## src/rtl/npc_lsu_mem_initiator.sv

```systemverilog
// NPC LSU memory initiator: one load/store in flight, 3 cycles from accept to resp_valid, RESP held until resp_ready.
// Build option LSU_MISALIGN_TRAP_EN traps misaligned requests with resp_err; otherwise they are aligned down.
module npc_lsu_mem_initiator #(
   parameter int ADDR_W = 32
) (
   input  logic              clk,
   input  logic              rst_n,
   input  logic              req_valid,
   output logic              req_ready,
   input  logic              req_wen,
   input  logic [ADDR_W-1:0] req_addr,
   input  logic [63:0]       req_wdata,
   input  logic [1:0]        req_size,
   input  logic              req_unsigned,
   output logic              resp_valid,
   input  logic              resp_ready,
   output logic [63:0]       resp_rdata,
   output logic              resp_err,
   output logic              mem_valid,
   output logic              mem_wen,
   output logic [ADDR_W-1:0] mem_raddr,
   output logic [ADDR_W-1:0] mem_waddr,
   output logic [63:0]       mem_wdata,
   output logic [7:0]        mem_wmask,
   input  logic [63:0]       mem_rdata
);
   typedef enum logic [1:0] {IDLE, ISSUE, WAIT, RESP} state_e;

   state_e            state_q, state_d;
   logic              wen_q, wen_d;
   logic [ADDR_W-1:0] addr_q, addr_d;
   logic [63:0]       wdata_q, wdata_d;
   logic [1:0]        size_q, size_d;
   logic              uns_q, uns_d;
   logic [63:0]       rdata_q, rdata_d;
   logic [ADDR_W-1:0] req_addr_al;
   logic [2:0]        off;
   logic [63:0]       rd_sh;
   logic [63:0]       rd_ext;
   logic [7:0]        mask_base;
   logic              issue;

   // A naturally aligned access never straddles a doubleword, so aligning down keeps it to one access.
   always_comb begin
      req_addr_al = req_addr;
      case (req_size)
         2'd1:    req_addr_al = {req_addr[ADDR_W-1:1], 1'b0};
         2'd2:    req_addr_al = {req_addr[ADDR_W-1:2], 2'b00};
         2'd3:    req_addr_al = {req_addr[ADDR_W-1:3], 3'b000};
         default: req_addr_al = req_addr;
      endcase
   end

`ifdef LSU_MISALIGN_TRAP_EN
   logic err_q, err_d;
   logic misaligned;

   always_comb begin
      case (req_size)
         2'd1:    misaligned = req_addr[0];
         2'd2:    misaligned = |req_addr[1:0];
         2'd3:    misaligned = |req_addr[2:0];
         default: misaligned = 1'b0;
      endcase
   end

   assign resp_err = resp_valid & err_q;
`else
   assign resp_err = 1'b0;
`endif

   assign off   = addr_q[2:0];
   assign rd_sh = mem_rdata >> {off, 3'b000};

   always_comb begin
      mask_base = 8'hFF;
      rd_ext    = rd_sh;
      case (size_q)
         2'd0: begin
            mask_base = 8'h01;
            rd_ext    = uns_q ? {56'd0, rd_sh[7:0]} : {{56{rd_sh[7]}}, rd_sh[7:0]};
         end
         2'd1: begin
            mask_base = 8'h03;
            rd_ext    = uns_q ? {48'd0, rd_sh[15:0]} : {{48{rd_sh[15]}}, rd_sh[15:0]};
         end
         2'd2: begin
            mask_base = 8'h0F;
            rd_ext    = uns_q ? {32'd0, rd_sh[31:0]} : {{32{rd_sh[31]}}, rd_sh[31:0]};
         end
         default: begin
            mask_base = 8'hFF;
            rd_ext    = rd_sh;
         end
      endcase
   end

   always_comb begin
      state_d = state_q;
      wen_d   = wen_q;
      addr_d  = addr_q;
      wdata_d = wdata_q;
      size_d  = size_q;
      uns_d   = uns_q;
      rdata_d = rdata_q;
`ifdef LSU_MISALIGN_TRAP_EN
      err_d   = err_q;
`endif
      case (state_q)
         IDLE: begin
            if (req_valid) begin
               wen_d   = req_wen;
               addr_d  = req_addr_al;
               wdata_d = req_wdata;
               size_d  = req_size;
               uns_d   = req_unsigned;
               rdata_d = '0;
`ifdef LSU_MISALIGN_TRAP_EN
               err_d   = misaligned;
               state_d = misaligned ? RESP : ISSUE;
`else
               state_d = ISSUE;
`endif
            end
         end
         ISSUE: state_d = WAIT;
         WAIT: begin
            rdata_d = wen_q ? 64'd0 : rd_ext;
            state_d = RESP;
         end
         RESP: begin
            if (resp_ready) state_d = IDLE;
         end
         default: state_d = IDLE;
      endcase
   end

   always_ff @(posedge clk) begin
      if (!rst_n) begin
         state_q <= IDLE;
         wen_q   <= 1'b0;
         addr_q  <= '0;
         wdata_q <= '0;
         size_q  <= 2'd0;
         uns_q   <= 1'b0;
         rdata_q <= '0;
`ifdef LSU_MISALIGN_TRAP_EN
         err_q   <= 1'b0;
`endif
      end else begin
         state_q <= state_d;
         wen_q   <= wen_d;
         addr_q  <= addr_d;
         wdata_q <= wdata_d;
         size_q  <= size_d;
         uns_q   <= uns_d;
         rdata_q <= rdata_d;
`ifdef LSU_MISALIGN_TRAP_EN
         err_q   <= err_d;
`endif
      end
   end

   assign issue      = (state_q == ISSUE);
   assign req_ready  = rst_n && (state_q == IDLE);
   assign mem_valid  = issue;
   assign mem_wen    = issue & wen_q;
   assign mem_raddr  = issue ? {addr_q[ADDR_W-1:3], 3'b000} : '0;
   assign mem_waddr  = issue ? {addr_q[ADDR_W-1:3], 3'b000} : '0;
   assign mem_wdata  = issue ? (wdata_q << {off, 3'b000}) : 64'd0;
   assign mem_wmask  = issue ? (mask_base << off) : 8'd0;
   assign resp_valid = (state_q == RESP);
   assign resp_rdata = resp_valid ? rdata_q : 64'd0;
endmodule

```

## config.mk

```make
export PLATFORM = sky130hd
export DESIGN_NAME = npc_lsu_mem_initiator
export DESIGN_NICKNAME = d
export VERILOG_FILES = /design/src/rtl/npc_lsu_mem_initiator.sv
export SDC_FILE = /design/constraint.sdc
export NUM_CORES = 1
export LEC_CHECK = 0
export CAP_MARGIN = 20
export CORE_AREA = 2 2 156 158
export CTS_CLUSTER_SIZE = 28
export DETAILED_ROUTE_END_ITERATION = 8
export DIE_AREA = 0 0 158 160
export PLACE_DENSITY_LB_ADDON = 0.12
export SETUP_SLACK_MARGIN = 0.5
export SLEW_MARGIN = 20
export SYNTH_ARGS = -nofsm -noshare
export SYNTH_HDL_FRONTEND = slang
export SYNTH_SLANG_ARGS = --single-unit
export TNS_END_PERCENT = 10
```

## constraint.sdc

```tcl
create_clock -name clk -period 2.6 [get_ports clk]
set_input_delay 0.39 -clock clk [delete_from_list [all_inputs] [get_ports clk]]
set_output_delay 0.39 -clock clk [all_outputs]
set_load 0.05 [all_outputs]
```

==> out/metrics.cfg <==
[logic_synthesis]
ys_seq_area_share_pct = 31.08
synth_area_sq_mm = 0.01069
synth-compound-area-share_pct = 17.17
synth_fa_ha_area_share_pct = 0.4681
async_flop_share_pct = 0
synthCells = 1330
ys_warn_count = 0
synthSimpleGateAreaFrac_pct = 22.45
ys.flop_type = dfxtp_1
synth-xor-area-share_pct = 0
yosys.cell_types.count = 51
syn_avg_cell_area_sq_um = 8.039
synth_mux_area_share_pct = 21.30
synth-edff-count = 0
synth_top_family_by_area = simple AND/OR/NAND/NOR gates
ys_ff_latch = 166

[clocking]
clk_latency_ps = 450
clock_sinks = 166
cts_buffers = 17
path_clk_slew_ps = 70
cts.path.max_buffers = 2
cts-root-buf = clkbuf_16
cts_tree = yes
htree_levels = 4

[routing]
wl_per_cell_um = 22.14
drtAntennaViolNets = 0
drtIter0Drc = 1204
drc = 0
avgViaCountPerCell = 5.830
drt-total-wl_mm = 44.51
vias = 11720
first_pass_iters = 5

[floorplanning]
fp.dieW_um = 158
dieHeight_um = 160
initial_core_util_pct = 44.88
die_area_sq_mm = 0.02528
num_io_pins = 373
rows = 57
coreArea_sq_mm = 0.02382

[sta]
fmax_mhz = 389.0
rsz0062_at_grt = yes
fin_crit_ps = 2570
slew_viol_final = 0
holdWs_ps = 450.7
finalSetupViolations = 0
finalCritPeriodShare_pct = 98.86
finalHoldViolations = 0
worst_pin_slew_ps = 629.2
skew_ps = 7.825
maxSlewHeadroom_pct = 57.90

[setup_path]
crit_arrival_ps = 2180
critPathLaunch = addr_q[0]
required_ps = 2210
end_kind = output pin
critical_path_class = reg -> out
cp_max_fo = 6
reg2reg_from = addr_q[0]
critPathLaunchType = register

[global_routing]
grt_pass1_vias = 11230
antenna_found_initial = 3
grt_pass1_wl_mm = 64.66
grtUsageTotal_pct = 33.44
gr-total-overflow = 0
grt_max_degree = 100

[pwr]
ir_worst_vdd_mv = 0.5023
power.internal_uw = 6738
switching_share_pct = 43.74
comb_power_share_pct = 50.2
switchingPower_uw = 5239
seq_power_share_pct = 28.1
power.density_mw_per_mm2 = 674.2
p_leak_uw = 0.006603
pwr-share-clk_pct = 21.8

[placed_design]
dp_cells = 1935
post_dp_cell_area_sq_mm = 0.01598
portBuffers = 365
dp_hpwl_mm = 30.47
gp_congestion = 1.002

[run]
maxCapViolCount = 0

[layout]
fill_cells = 1701
fin_area_sq_mm = 0.01776
stdcell_count = 2010
layout_commonest_cell = nand2_1
most-common-layout-cells = 283 x nand2_1, 168 x clkdlybuf4s50_1, 159 x dfxtp_1
final_nets = 1842
drive_gt1_share_pct = 33.27
syn2layout_area_growth_pct = 66.16

[hold_path]
min_from = addr_q[9]
hold_path.class = reg -> reg

[run_status]
status = finished clean

kinds of logic (layout without fill, tap and decap cells):
kind of cell / Yosys count / in the layout
AO/OA/AOI/OAI: 314 / 314
other: 1 / 10
adder cells (fa/ha/maj): 4 / 4
buffers and inverters: 162 / 508
flip-flops: 166 / 166
multiplexers: 162 / 162
AND/OR/NAND/NOR: 521 / 522
critical path: stages (launching register included):
cell	delay (ps)
dfxtp_4	450
buf_6	150
buf_16	120
mux4_2	510
mux2i_2	260
nor2b_4	90
buf_12	150
power by group through the flow:
stage | combinational [uW] | clock [uW] | sequential (uW)
6_report | 6010 | 2610 | 3360
4_1_cts | 5720 | 2630 | 3320
3_5_place_dp | 5310 | 0 | 3370
5_1_grt | 6320 | 2730 | 3370
2_1_floorplan | 3530 | 0 | 3180
3_3_place_gp | 5260 | 0 | 3350
stage by stage:
stage / setup TNS (ps) / setup slack, ps / power [uW] / utilization, %
6_report: 0 / 29.52 / 11980 / 74.58
5_1_grt: 0 / 2.198 / 12430 / 74.57
4_1_cts: 0 / 73.70 / 11660 / 72.49
3_5_place_dp: -1064 / -105.8 / 8685 / 67.09
3_3_place_gp: -39.80 / -16.09 / 8613 / 67.09
2_1_floorplan: 0 / 434.4 / 6715 / -
layer usage:
layer	wire, um	share of wire, %	vias up	track usage, %
li1	-	-	5260	-
met4	2484	5.6	0	17.40
met3	4169	9.4	169	6.594
met5	0	0	-	0
met2	22020	49	718	56.80
met1	15830	36	5572	39.77
area by class of cell:
| type | count | area (sq um) | area share (%) |
|---|---|---|---|
| multi-input cells | 1009 | 7402 | 41.67 |
| repair buffers | 465 | 5962 | 33.56 |
| flip-flops and latches | 166 | 3339 | 18.80 |
| clock buffers | 17 | 425.4 | 2.395 |
| well taps | 324 | 405.4 | 2.282 |
| clock inverters | 15 | 180.2 | 1.014 |
| inverters | 11 | 42.54 | 0.2395 |
| diodes | 3 | 7.507 | 0.04226 |
cell usage after synthesis, types with 3 or more instances:
| library cell | number | area (sq um) |
|---|---|---|
| nand2_1 | 287 | 1077 |
| dfxtp_1 | 166 | 3323 |
| a21oi_1 | 150 | 750.7 |
| and2_1 | 117 | 732.0 |
| mux2i_1 | 88 | 880.8 |
| o21ai_0 | 82 | 410.4 |
| clkbuf_1 | 73 | 274.0 |
| nor2_1 | 59 | 221.5 |
| mux4_2 | 50 | 1126 |
| buf_4 | 38 | 285.3 |
| buf_2 | 29 | 145.1 |
| nor2b_1 | 28 | 175.2 |
| mux2_2 | 24 | 270.3 |
| a22oi_1 | 19 | 142.6 |
| o22ai_1 | 14 | 87.58 |
| and3_1 | 10 | 62.56 |
| inv_1 | 10 | 37.54 |
| buf_1 | 9 | 33.78 |
| a221o_1 | 8 | 80.08 |
| a22o_1 | 8 | 70.07 |
| o31ai_1 | 6 | 45.04 |
| o31ai_2 | 6 | 75.07 |
| a211oi_1 | 5 | 37.54 |
| nor3_1 | 5 | 25.02 |
| ha_1 | 4 | 50.05 |
| a31oi_1 | 3 | 18.77 |
| nand2b_1 | 3 | 18.77 |
| nand3_1 | 3 | 15.01 |
flip-flops by register name, summed over array words and instances (netlist names):
name and count:
rdata_q 64, wdata_q 64, addr_q 32, size_q 2, state_q 2, uns_q 1, wen_q 1
path summary, 6_finish.rpt:
kind                   end  slack [ps]  depth (start not counted)
max          mem_wdata[54]          30                          6
min              addr_q[9]         450                          2
max reg2reg    rdata_q[56]         150                          8
min reg2reg      addr_q[9]         450                          2
repair_timing:
action                                  4_1_cts  5_1_grt
buffers inserted                             16       13
endpoints found under the setup margin      256      244
hold endpoints to repair                      0        0
cloned                                        7        4
pin swaps                                     7        2
hold buffers                                  0        0
resized for setup                            95       59
No activity file was read; power rests on OpenSTA's default activity.
